[src/rtl/replay_pkg.sv]
// Shared types and helpers for the data-link replay scheduler.
// Holds the sequence width, DLLP type codes, FSM states and modulo difference.
package replay_pkg;

    localparam int SEQ_W = 12;

    localparam logic [1:0] ACK = 2'b01;
    localparam logic [1:0] NAK = 2'b10;

    typedef enum logic [1:0] {
        IDLE    = 2'd0,
        REPLAY  = 2'd1,
        RETRAIN = 2'd2
    } state_t;

    // Distance from b forward to a, modulo 2^SEQ_W.
    function automatic logic [SEQ_W-1:0] seq_diff(
        input logic [SEQ_W-1:0] a,
        input logic [SEQ_W-1:0] b
    );
        return a - b;
    endfunction

endpackage

[src/rtl/replay_timer.sv]
// Replay timer: counts enabled cycles and pulses expire on the TIMEOUT-th.
// Ports: clk, rst, clear (to zero), hold (freeze), en (count), expire (pulse).
module replay_timer #(
    parameter int TIMEOUT = 1024,
    parameter int TMR_W   = 11
) (
    input  logic clk,
    input  logic rst,
    input  logic clear,
    input  logic hold,
    input  logic en,
    output logic expire
);

    localparam logic [TMR_W-1:0] LAST = TMR_W'(TIMEOUT - 1);

    logic [TMR_W-1:0] count;

    assign expire = en & ~clear & ~hold & (count == LAST);

    always_ff @(posedge clk) begin
        if (rst || clear) begin
            count <= '0;
        end else if (hold) begin
            count <= count;
        end else if (en) begin
            count <= expire ? '0 : count + TMR_W'(1);
        end
    end

endmodule

[src/rtl/replay_scheduler.sv]
// Replay buffer sequencer: grants TLP sequence numbers, applies ACK/NAK,
// purges acknowledged entries, drives replay reads and requests retrain.
// Ports: tlp_req/gnt/seq (source), dllp_* (ACK/NAK in), buf_ready/rd_en/
// rd_idx (replay read), purge_valid/seq, replay_active/num, retrain_req/done,
// full.
module replay_scheduler #(
    parameter int SEQ_W   = 12,
    parameter int DEPTH   = 16,
    parameter int TIMEOUT = 1024,
    parameter int TMR_W   = 11
) (
    input  logic             clk,
    input  logic             rst,
    input  logic             tlp_req,
    output logic             tlp_gnt,
    output logic [SEQ_W-1:0] tlp_seq,
    input  logic             dllp_valid,
    input  logic [1:0]       dllp_type,
    input  logic [SEQ_W-1:0] dllp_seq,
    input  logic             buf_ready,
    output logic             rd_en,
    output logic [SEQ_W-1:0] rd_idx,
    output logic             purge_valid,
    output logic [SEQ_W-1:0] purge_seq,
    output logic             replay_active,
    output logic [1:0]       replay_num,
    output logic             retrain_req,
    input  logic             retrain_done,
    output logic             full
);
    import replay_pkg::*;

    state_t           state;
    state_t           state_nxt;
    logic [SEQ_W-1:0] nts;
    logic [SEQ_W-1:0] ackd;
    logic [SEQ_W-1:0] outstanding;
    logic [SEQ_W-1:0] d;
    logic [SEQ_W-1:0] new_ackd;
    logic [SEQ_W-1:0] rd_adv;
    logic [SEQ_W-1:0] rd_next;
    logic [SEQ_W-1:0] ack_next;
    logic [1:0]       rn_eff;
    logic             pending;
    logic             has_out;
    logic             dllp_ok;
    logic             fwd;
    logic             nak_hit;
    logic             expire;

    assign outstanding = seq_diff(nts, ackd) - SEQ_W'(1);
    assign has_out     = outstanding != '0;
    assign full        = outstanding == SEQ_W'(DEPTH);
    assign tlp_seq     = nts;
    assign purge_seq   = ackd;

    // A DLLP is only honoured if it names an outstanding or the last
    // acknowledged sequence number; anything else is stale.
    assign d       = seq_diff(dllp_seq, ackd);
    assign dllp_ok = dllp_valid
                   & (dllp_type == ACK | dllp_type == NAK)
                   & (d <= outstanding);
    assign fwd      = dllp_ok & (d != '0);
    assign nak_hit  = dllp_ok & (dllp_type == NAK);
    assign new_ackd = fwd ? dllp_seq : ackd;
    assign rn_eff   = fwd ? 2'd0 : replay_num;
    assign ack_next = dllp_seq + SEQ_W'(1);

    // Next replay index: advance on a read, then skip past anything a
    // forward-progress ACK just retired (ordered relative to ACKD_SEQ).
    assign rd_adv  = rd_en ? rd_idx + SEQ_W'(1) : rd_idx;
    assign rd_next = (fwd && seq_diff(ack_next, ackd) > seq_diff(rd_adv, ackd))
                   ? ack_next : rd_adv;

    replay_timer #(
        .TIMEOUT (TIMEOUT),
        .TMR_W   (TMR_W)
    ) u_timer (
        .clk    (clk),
        .rst    (rst),
        .clear  (~has_out | fwd),
        .hold   (state != IDLE),
        .en     (has_out & (state == IDLE)),
        .expire (expire)
    );

    always_ff @(posedge clk) begin
        if (rst) begin
            state <= IDLE;
        end else begin
            state <= state_nxt;
        end
    end

    always_comb begin
        state_nxt = state;
        unique case (state)
            IDLE: begin
                if (pending && has_out) begin
                    state_nxt = (rn_eff == 2'd3) ? RETRAIN : REPLAY;
                end
            end
            REPLAY: begin
                if (rd_next == nts) begin
                    state_nxt = IDLE;
                end
            end
            RETRAIN: begin
                if (retrain_done) begin
                    state_nxt = REPLAY;
                end
            end
            default: state_nxt = IDLE;
        endcase
    end

    always_comb begin
        tlp_gnt       = tlp_req & ~full & (state == IDLE) & ~pending;
        rd_en         = (state == REPLAY) & buf_ready & (rd_idx != nts);
        replay_active = state != IDLE;
    end

    always_ff @(posedge clk) begin
        if (rst) begin
            nts         <= '0;
            ackd        <= '1;
            rd_idx      <= '0;
            pending     <= 1'b0;
            purge_valid <= 1'b0;
            retrain_req <= 1'b0;
            replay_num  <= 2'd0;
        end else begin
            nts         <= tlp_gnt ? nts + SEQ_W'(1) : nts;
            ackd        <= new_ackd;
            purge_valid <= fwd;
            retrain_req <= (state == IDLE) && (state_nxt == RETRAIN);
            // Pending is always consumed in IDLE; new NAKs or expiry re-arm it.
            pending     <= (pending & (state != IDLE)) | nak_hit | expire;

            replay_num <= rn_eff;
            if (state == IDLE && state_nxt == REPLAY) begin
                replay_num <= rn_eff + 2'd1;
            end else if (state == IDLE && state_nxt == RETRAIN) begin
                replay_num <= 2'd0;
            end else if (state == RETRAIN && state_nxt == REPLAY) begin
                replay_num <= 2'd1;
            end

            if (state != REPLAY && state_nxt == REPLAY) begin
                rd_idx <= new_ackd + SEQ_W'(1);
            end else if (state == REPLAY) begin
                rd_idx <= rd_next;
            end
        end
    end

endmodule

[config.mk]
export PLATFORM = sky130hd
export DESIGN_NAME = replay_scheduler
export DESIGN_NICKNAME = d
export VERILOG_FILES = /design/src/rtl/replay_pkg.sv /design/src/rtl/replay_timer.sv /design/src/rtl/replay_scheduler.sv
export SDC_FILE = /design/constraint.sdc
export NUM_CORES = 1
export LEC_CHECK = 0
export CAP_MARGIN = 20
export CELL_PAD_IN_SITES_DETAIL_PLACEMENT = 1
export CELL_PAD_IN_SITES_GLOBAL_PLACEMENT = 1
export CORE_AREA = 8 8 111 153
export CTS_CLUSTER_DIAMETER = 50
export DETAILED_ROUTE_END_ITERATION = 8
export DIE_AREA = 0 0 119 161
export GPL_TIMING_DRIVEN = 0
export PLACE_DENSITY_LB_ADDON = 0.1
export SLEW_MARGIN = 20
export SYNTH_ARGS = -nofsm -noshare
export SYNTH_HDL_FRONTEND = slang
export SYNTH_SLANG_ARGS = --single-unit
[constraint.sdc]
create_clock -name clk -period 7.79 [get_ports clk]
set_input_delay 0.779 -clock clk [delete_from_list [all_inputs] [get_ports clk]]
set_output_delay 0.779 -clock clk [all_outputs]
set_load 0.02 [all_outputs]
== Word-level counts from Yosys, hierarchy flattened ==
Cells that the tools add are included.

* Bits in registers: 54
* Latch bits: 0
* Memory bits (writable): 0
* Bits in read-only memories: 0
* Input bits: 20
* Output and inout port bits: 44
* Word-level logic and storage cells: 85
* Memories: 0

* Add/sub/neg operators: 11
* Multipliers: 0
* Divide/modulo/power cells: 0
* $lt $le $gt $ge: 2
* Eq/ne operators: 12
* Shift-type cells: 0
* Mux-type cells: 15
* Bitwise logic cells: 23
* Reduce and logical (&&, ||, !) cells: 13

{| class="wikitable"
|+ Operators by type and width
! operator !! number
|-
| 12-bit 2-to-1 mux || 5
|-
| 12-bit by 1-bit adder with 12-bit output (second input constant) || 4
|-
| 12-bit subtractor || 4
|-
| 12-bit nonzero test || 2
|-
| 2-bit 2-to-1 mux || 8
|-
| 1-bit AND || 14
|-
| 12-bit == test || 1
|-
| 12-bit by 5-bit == test with 1-bit output (second input constant) || 1
|-
| 12-bit greater-than comparator || 1
|-
| 12-bit less-or-equal comparator || 1
|-
| 12-bit != test || 1
|-
| 12-bit by 1-bit subtractor with 12-bit output (second input constant) || 1
|-
| 11-bit by 1-bit adder with 11-bit output (second input constant) || 1
|-
| 11-bit by 10-bit == test with 1-bit output (second input constant) || 1
|-
| 11-bit 2-to-1 mux || 1
|-
| 2-bit == test (second input constant) || 4
|-
| 2-bit by 1-bit == test with 1-bit output (second input constant) || 3
|-
| 1-bit logical AND || 6
|-
| 2-bit one-hot mux with 3 select lines || 1
|-
| 1-bit inverter || 5
|-
| 1-bit OR || 4
|-
| 2-bit nonzero test || 2
|-
| 2-bit by 1-bit adder with 2-bit output (second input constant) || 1
|-
| 2-bit zero test || 1
|-
| 3 further kinds || 3
|}

== Longest topological paths before layout ==
* Depth after elaboration: 16
* Mapped depth: 32
* Mapped depth without buffers: 28

== Cells and area by module ==
A second synthesis with hierarchy kept.

* Cell total of the unflattened synthesis: 787
* Area, all modules: 6150.9 um^2

{| class="wikitable"
|+ By module, submodules not included
! module !! instances !! cells an instance !! area an instance (um^2)
|-
| replay_scheduler || 1 || 724 || 5605.4
|-
| replay_timer || 1 || 63 || 545.5
|}

== Least setup slack after synthesis ==
No wires, ideal clock.

* Kind: flip-flop to flip-flop
* Start point: reg nts[7], in the netlist tlp_seq[7]
* End point: reg state[0]
* Data arrival time: 5994 ps
* Setup slack: 1677 ps
* Cell stages (with the launch flop): 31
* Path buffers: 3
* Period minus slack after synthesis: 6113 ps
* Cell sequence: dfxtp_1 -> clkbuf_1 -> xor2_1 -> nor4_1 -> nand3_1 -> and2_1 -> clkbuf_1 -> mux2_2 -> ha_1 -> nor2b_1 -> o21ai_0 -> a21oi_1 -> o21ai_0 -> a21oi_1 -> o21ai_0 -> a21oi_1 -> o21a_1 -> nor2_1 -> o21ai_0 -> xor2_1 -> ha_1 -> nand4_1 -> o21a_1 -> a21oi_1 -> and3_1 -> clkbuf_1 -> nand2_2 -> o311a_1 -> nor4bb_1 -> nand4_1 -> o221a_1

* Cells in the longest elaborated chain, start to end: 10
* Elaborated cells on any way between the ends: 21

{| class="wikitable"
|+ RTL lines
! item !! line !! RTL
|-
| start: declaration || replay_scheduler.sv:35 || <nowiki>logic [SEQ_W-1:0] nts;</nowiki>
|-
| start signal: assignment || replay_scheduler.sv:133 || <nowiki>nts <= tlp_gnt ? nts + SEQ_W'(1) : nts;</nowiki>
|-
| 12-bit != test (*) || replay_scheduler.sv:119 || <nowiki>rd_en = (state == REPLAY) & buf_ready & (rd_idx != nts);</nowiki>
|-
| 1-bit AND (*) || replay_scheduler.sv:119 ||
|-
| via rd_en || replay_scheduler.sv:21 || <nowiki>output logic rd_en,</nowiki>
|-
| 12-bit 2-to-1 mux (*) || replay_scheduler.sv:71 || <nowiki>assign rd_adv = rd_en ? rd_idx + SEQ_W'(1) : rd_idx;</nowiki>
|-
| 12-bit subtractor || replay_pkg.sv:21 || <nowiki>return a - b;</nowiki>
|-
| 12-bit greater-than comparator || replay_scheduler.sv:72 || <nowiki>assign rd_next = (fwd && seq_diff(ack_next, ackd) > seq_diff(rd_adv, ackd))</nowiki>
|-
| 1-bit logical AND || replay_scheduler.sv:72 ||
|-
| 12-bit 2-to-1 mux (*) || replay_scheduler.sv:73 || <nowiki>? ack_next : rd_adv;</nowiki>
|-
| 12-bit == test (*) || replay_scheduler.sv:104 || <nowiki>if (rd_next == nts) begin</nowiki>
|-
| 2-bit 2-to-1 mux (*) || replay_scheduler.sv:104 ||
|-
| 2-bit one-hot mux with 3 select lines (*) || replay_scheduler.sv:97 || <nowiki>unique case (state)</nowiki>
|-
| end signal: assignment || replay_scheduler.sv:91 || <nowiki>state <= state_nxt;</nowiki>
|-
| end: declaration || replay_scheduler.sv:33 || <nowiki>state_t state;</nowiki>
|}

Mark *: on every way through the listed nets, which the timed path passes. The rest lies on a longest branch.
A chain may end at the register's enable or synchronous reset.

== Worst setup path after layout ==
* Start point: reg nts[0], in the netlist tlp_seq[0]
* End point: reg state[0]

* Cells in the longest elaborated chain, start to end: 10
* Elaborated cells on any way between the ends: 21

{| class="wikitable"
|+ RTL lines
! item !! line
|-
| 12-bit subtractor or 12-bit != test (tied branches) || replay_pkg.sv:21, replay_scheduler.sv:119
|-
| 12-bit by 1-bit subtractor with 12-bit output or 1-bit AND (tied branches) || replay_scheduler.sv:51, replay_scheduler.sv:119
|-
| 12-bit less-or-equal comparator or 12-bit 2-to-1 mux (tied branches) || replay_scheduler.sv:62, replay_scheduler.sv:71
|-
| 1-bit AND or 12-bit subtractor (tied branches) || replay_scheduler.sv:62, replay_pkg.sv:21
|-
| 1-bit AND or 12-bit greater-than comparator (tied branches) || replay_scheduler.sv:63, replay_scheduler.sv:72
|-
| 1-bit logical AND or 2-bit 2-to-1 mux (tied branches) || replay_scheduler.sv:72, replay_scheduler.sv:66
|-
| 12-bit 2-to-1 mux or 2-bit == test (tied branches) || replay_scheduler.sv:73, replay_scheduler.sv:100
|-
| 12-bit == test or 2-bit 2-to-1 mux (tied branches) || replay_scheduler.sv:104, replay_scheduler.sv:100
|-
| 2-bit 2-to-1 mux (on tied branches) || replay_scheduler.sv:104, replay_scheduler.sv:99
|-
| 2-bit one-hot mux with 3 select lines (*) || replay_scheduler.sv:97
|}

Every way passes the cells marked *; elsewhere a longest branch is shown, timed or not.

==> run_results.csv <==
group,metric,value,unit
run_status,result_of_the_run,"complete, no violations",
power_and_ir_drop,netSwitchingFraction,47.61,%
synthesis,most_numerous_cell_in_the_yosys_netlist,"ha_1",
clocking,numCtsBuffers,5,
placement,port-buffer-count,62,
global_routing,groute.usage.overall,24.52,%
clocking,cts_htree_levels,2,
timing,rsz_0062_raised_after_global_routing,"no",
die,design.core.area,14790,um2
cells_and_area,design.final.nets,976,
power_and_ir_drop,total_power,1.626,mW
global_routing,grt_max_degree,20,
setup_path,worst_path_most_repeated_cell,"o21ai_0",
timing,timing.final.setup_violations,0,
timing,slew-limit-headroom,36.15,%
synthesis,ys_dominant_reg_cell,"dfxtp_1",
timing,fin_setup_tns,0,ns
clocking,postCtsSetupBuffers,0,
synthesis,number_of_enable_flip_flop_cells_after_synthesis,0,
setup_path,timing.critical_path.from_type,"flop",
job,drv_cap,0,
timing,final.min_clock_period,7.277,ns
power_and_ir_drop,share_comb_of_total_power,64.3,%
setup_path,critical_path_arrival,7.48,ns
die,die_area,19160,um2
power_and_ir_drop,p_clk_share,15.0,%
synthesis,syn_inst,809,
setup_path,setup.worst_path.class,"reg2reg",
global_routing,initial_antenna_violation_count,0,
power_and_ir_drop,power_density,222.5,nW/um2
cells_and_area,sequential_cell_area,1081,um2
synthesis,post_synthesis_average_cell_area,7.775,um2
die,row_count,53,
synthesis,synth.largest_area_cell,"dfxtp_1",
timing,fmax,137.4,MHz
detailed_routing,routed_via_density,6.029,
cells_and_area,syn_to_final_growth,16.21,%
synthesis,synth-seq-cells,54,
setup_path,slowest_delay,0.48,ns
global_routing,grt_pass1_wl,37330,um
detailed_routing,route.vias.total,6451,
synthesis,ys_top_cells_by_count,"ha_1 (75), nor2_1 (59), a21oi_1 (55)",
clocking,cts_sinks,54,
synthesis,yosysSeqAreaShare,17.19,%
power_and_ir_drop,net-switching-power,0.7743,mW
setup_path,timing.critical_path.to_type,"flop",
placement,inst_count_dp,1063,
power_and_ir_drop,leakage,3.154,nW
detailed_routing,drt-pass1-iter-count,5,
clocking,clkLatencyLatePin,0.31,ns
detailed_routing,drt_drc_violations_left,0,
min_path,hp-class,"reg2reg",
cells_and_area,layoutNonFillerInstCount,1070,
synthesis,postSynth.asyncResetShare,0,%
setup_path,critPathSlowestCell,"dfxtp_1",
cells_and_area,layout.filler_cells,1859,
placement,gpl.final_weighted_congestion,0.9035,
power_and_ir_drop,internal_power,0.8521,mW
power_and_ir_drop,ir_drop,0.1080,mV
cells_and_area,post_route_cells_drive_above_1_share,4.214,%
clocking,clk_pin_slew_worst_paths,0.08,ns
timing,min_period_over_period,93.42,%
clocking,cts_buffer_depth,2,
cells_and_area,area_of_the_multi_input_gates,4861,um2
detailed_routing,route.detailed.wl_per_inst,22.27,um
clocking,tritoncts,"built",
detailed_routing,routed_wirelength,23830,um
die,io-pin-count,64,
cells_and_area,antenna-diode-count,0,
synthesis,synthesis.nets,908,
power_and_ir_drop,share_seq_of_total_power,20.7,%
die,die_height,161,um
placement,place_hpwl,19780,um
synthesis,post_synth_num_cell_types,71,
timing,timing_max_transition_violations_final,0,
timing,worst_slew_pin_slew,0.9532,ns
timing,fin_skew,0.007616,ns
global_routing,grt_pass1_vias,6801,
synthesis,area_share_of_the_largest_cell_type_after_synthesis,17.19,%
clocking,clk_root_buffer_cell,"clkbuf_16",
timing,finalHoldViolations,0,
detailed_routing,drtAntennaViolNets,0,
synthesis,mappedNetlistArea,6290,um2
global_routing,grt.overflow.total,0,
detailed_routing,detailedRoute.firstIterationViolations,397,
die,chipWidth,119,um
die,start_util,42.53,%
synthesis,ys_top_cells_by_area,"dfxtp_1 (17%), ha_1 (15%), xnor2_1 (7.4%)",
setup_path,cp_max_fo,10,
synthesis,yosys_warnings,0,
setup_path,critPathRequiredTime,7.99,ns
## logic make-up (layout without fill, tap and decap cells)
family	Yosys count	count (layout)	share of synthesized area (%)
XOR/XNOR	103	103	14.58
adder cells (fa/ha/maj)	79	79	16.19
flip-flops	54	54	17.19
multiplexers	11	11	1.850
buffers and inverters	90	159	5.630
AO/OA/AOI/OAI	191	191	20.79
AND/OR/NAND/NOR	281	281	23.77
## area by class of cell
| type | count | area share (%) |
|---|---|---|
| plain buffers | 38 | 2.208 |
| clock buffers | 5 | 1.712 |
| clock inverters | 3 | 0.3937 |
| inverters | 51 | 2.619 |
| multi-input cells | 665 | 66.50 |
| flip-flops and latches | 54 | 14.79 |
| well taps | 192 | 3.287 |
| repair buffers | 62 | 8.490 |
## flip-flops by register name, indices dropped and copies added, names as in the netlist
name / cells
retrain_req: 1
rd_idx: 12
tlp_seq: 12
u_timer.count: 11
pending: 1
state: 2
purge_valid: 1
replay_num: 2
purge_seq: 12
## per-stage QoR
step | util (%) | setup slack [ns] | hold WS (ns) | cell area, um2
after CTS | 49.40 | 0.2957 | 0.4814 | 7305
after global routing | 49.43 | 0.0006235 | 0.4941 | 7310
after detailed placement | 48.35 | 0.2983 | 0.4699 | 7151
after floorplan | - | 1.677 | 0.4522 | 6290
final | 49.43 | 0.5129 | 0.4801 | 7310
after global placement | 48.35 | 0.3624 | 0.4589 | 7151
## critical path, delay by kind of cell (launching register included)
| kind | cells | cell delay [ns] |
|---|---|---|
| AOI/OAI and AO/OA | 12 | 2.12 |
| xor gates and xnor gates | 2 | 0.29 |
| adders and majority gates | 2 | 0.60 |
| buffers and inverters | 2 | 0.51 |
| DFF | 1 | 0.48 |
| muxes | 1 | 0.41 |
| and+or+nand+nor | 11 | 2.73 |
## final timing paths
kind | startpoint | endpoint | slack [ns] | depth (start not counted)
hold / removal | u_timer.count[10] | u_timer.count[10] | 0.48 | 1
hold reg to reg | u_timer.count[10] | u_timer.count[10] | 0.48 | 1
setup / recovery | tlp_seq[0] | state[0] | 0.51 | 30
setup reg to reg | tlp_seq[0] | state[0] | 0.51 | 30
## routing by layer
layer	track usage (%)	part of all wire, %	up-vias
li1	-	-	3054
met1	28.74	42	3128
met2	43.35	50	196
met3	2.270	3.9	73
met4	12.46	4.8	0
met5	0	0	-
## power by group through the flow
stage / Sequential (mW) / Combinational [mW] / Clock [mW]
after floorplan: 0.349 / 0.725 / 0
after global placement: 0.341 / 0.994 / 0
after detailed placement: 0.342 / 1.04 / 0
after CTS: 0.335 / 1.05 / 0.246
after global routing: 0.339 / 1.16 / 0.255
final: 0.336 / 1.05 / 0.244
## timing repair
action                     CTS  global route
resized for setup            0             6
setup endpoints to repair    0             1
hold buffers                 0             0
## cell usage in the layout (no fill, tap or decap), types with 28 or more instances in the layout
master / instances
nor2_1: 59
inv_1: 51
dfxtp_1: 54
nand3_1: 38
a21oi_1: 55
xor2_1: 49
ha_1: 75
clkdlybuf4s50_1: 62
nand2_1: 46
clkbuf_1: 28
xnor2_1: 53
Power figures use the tool's default switching activity.
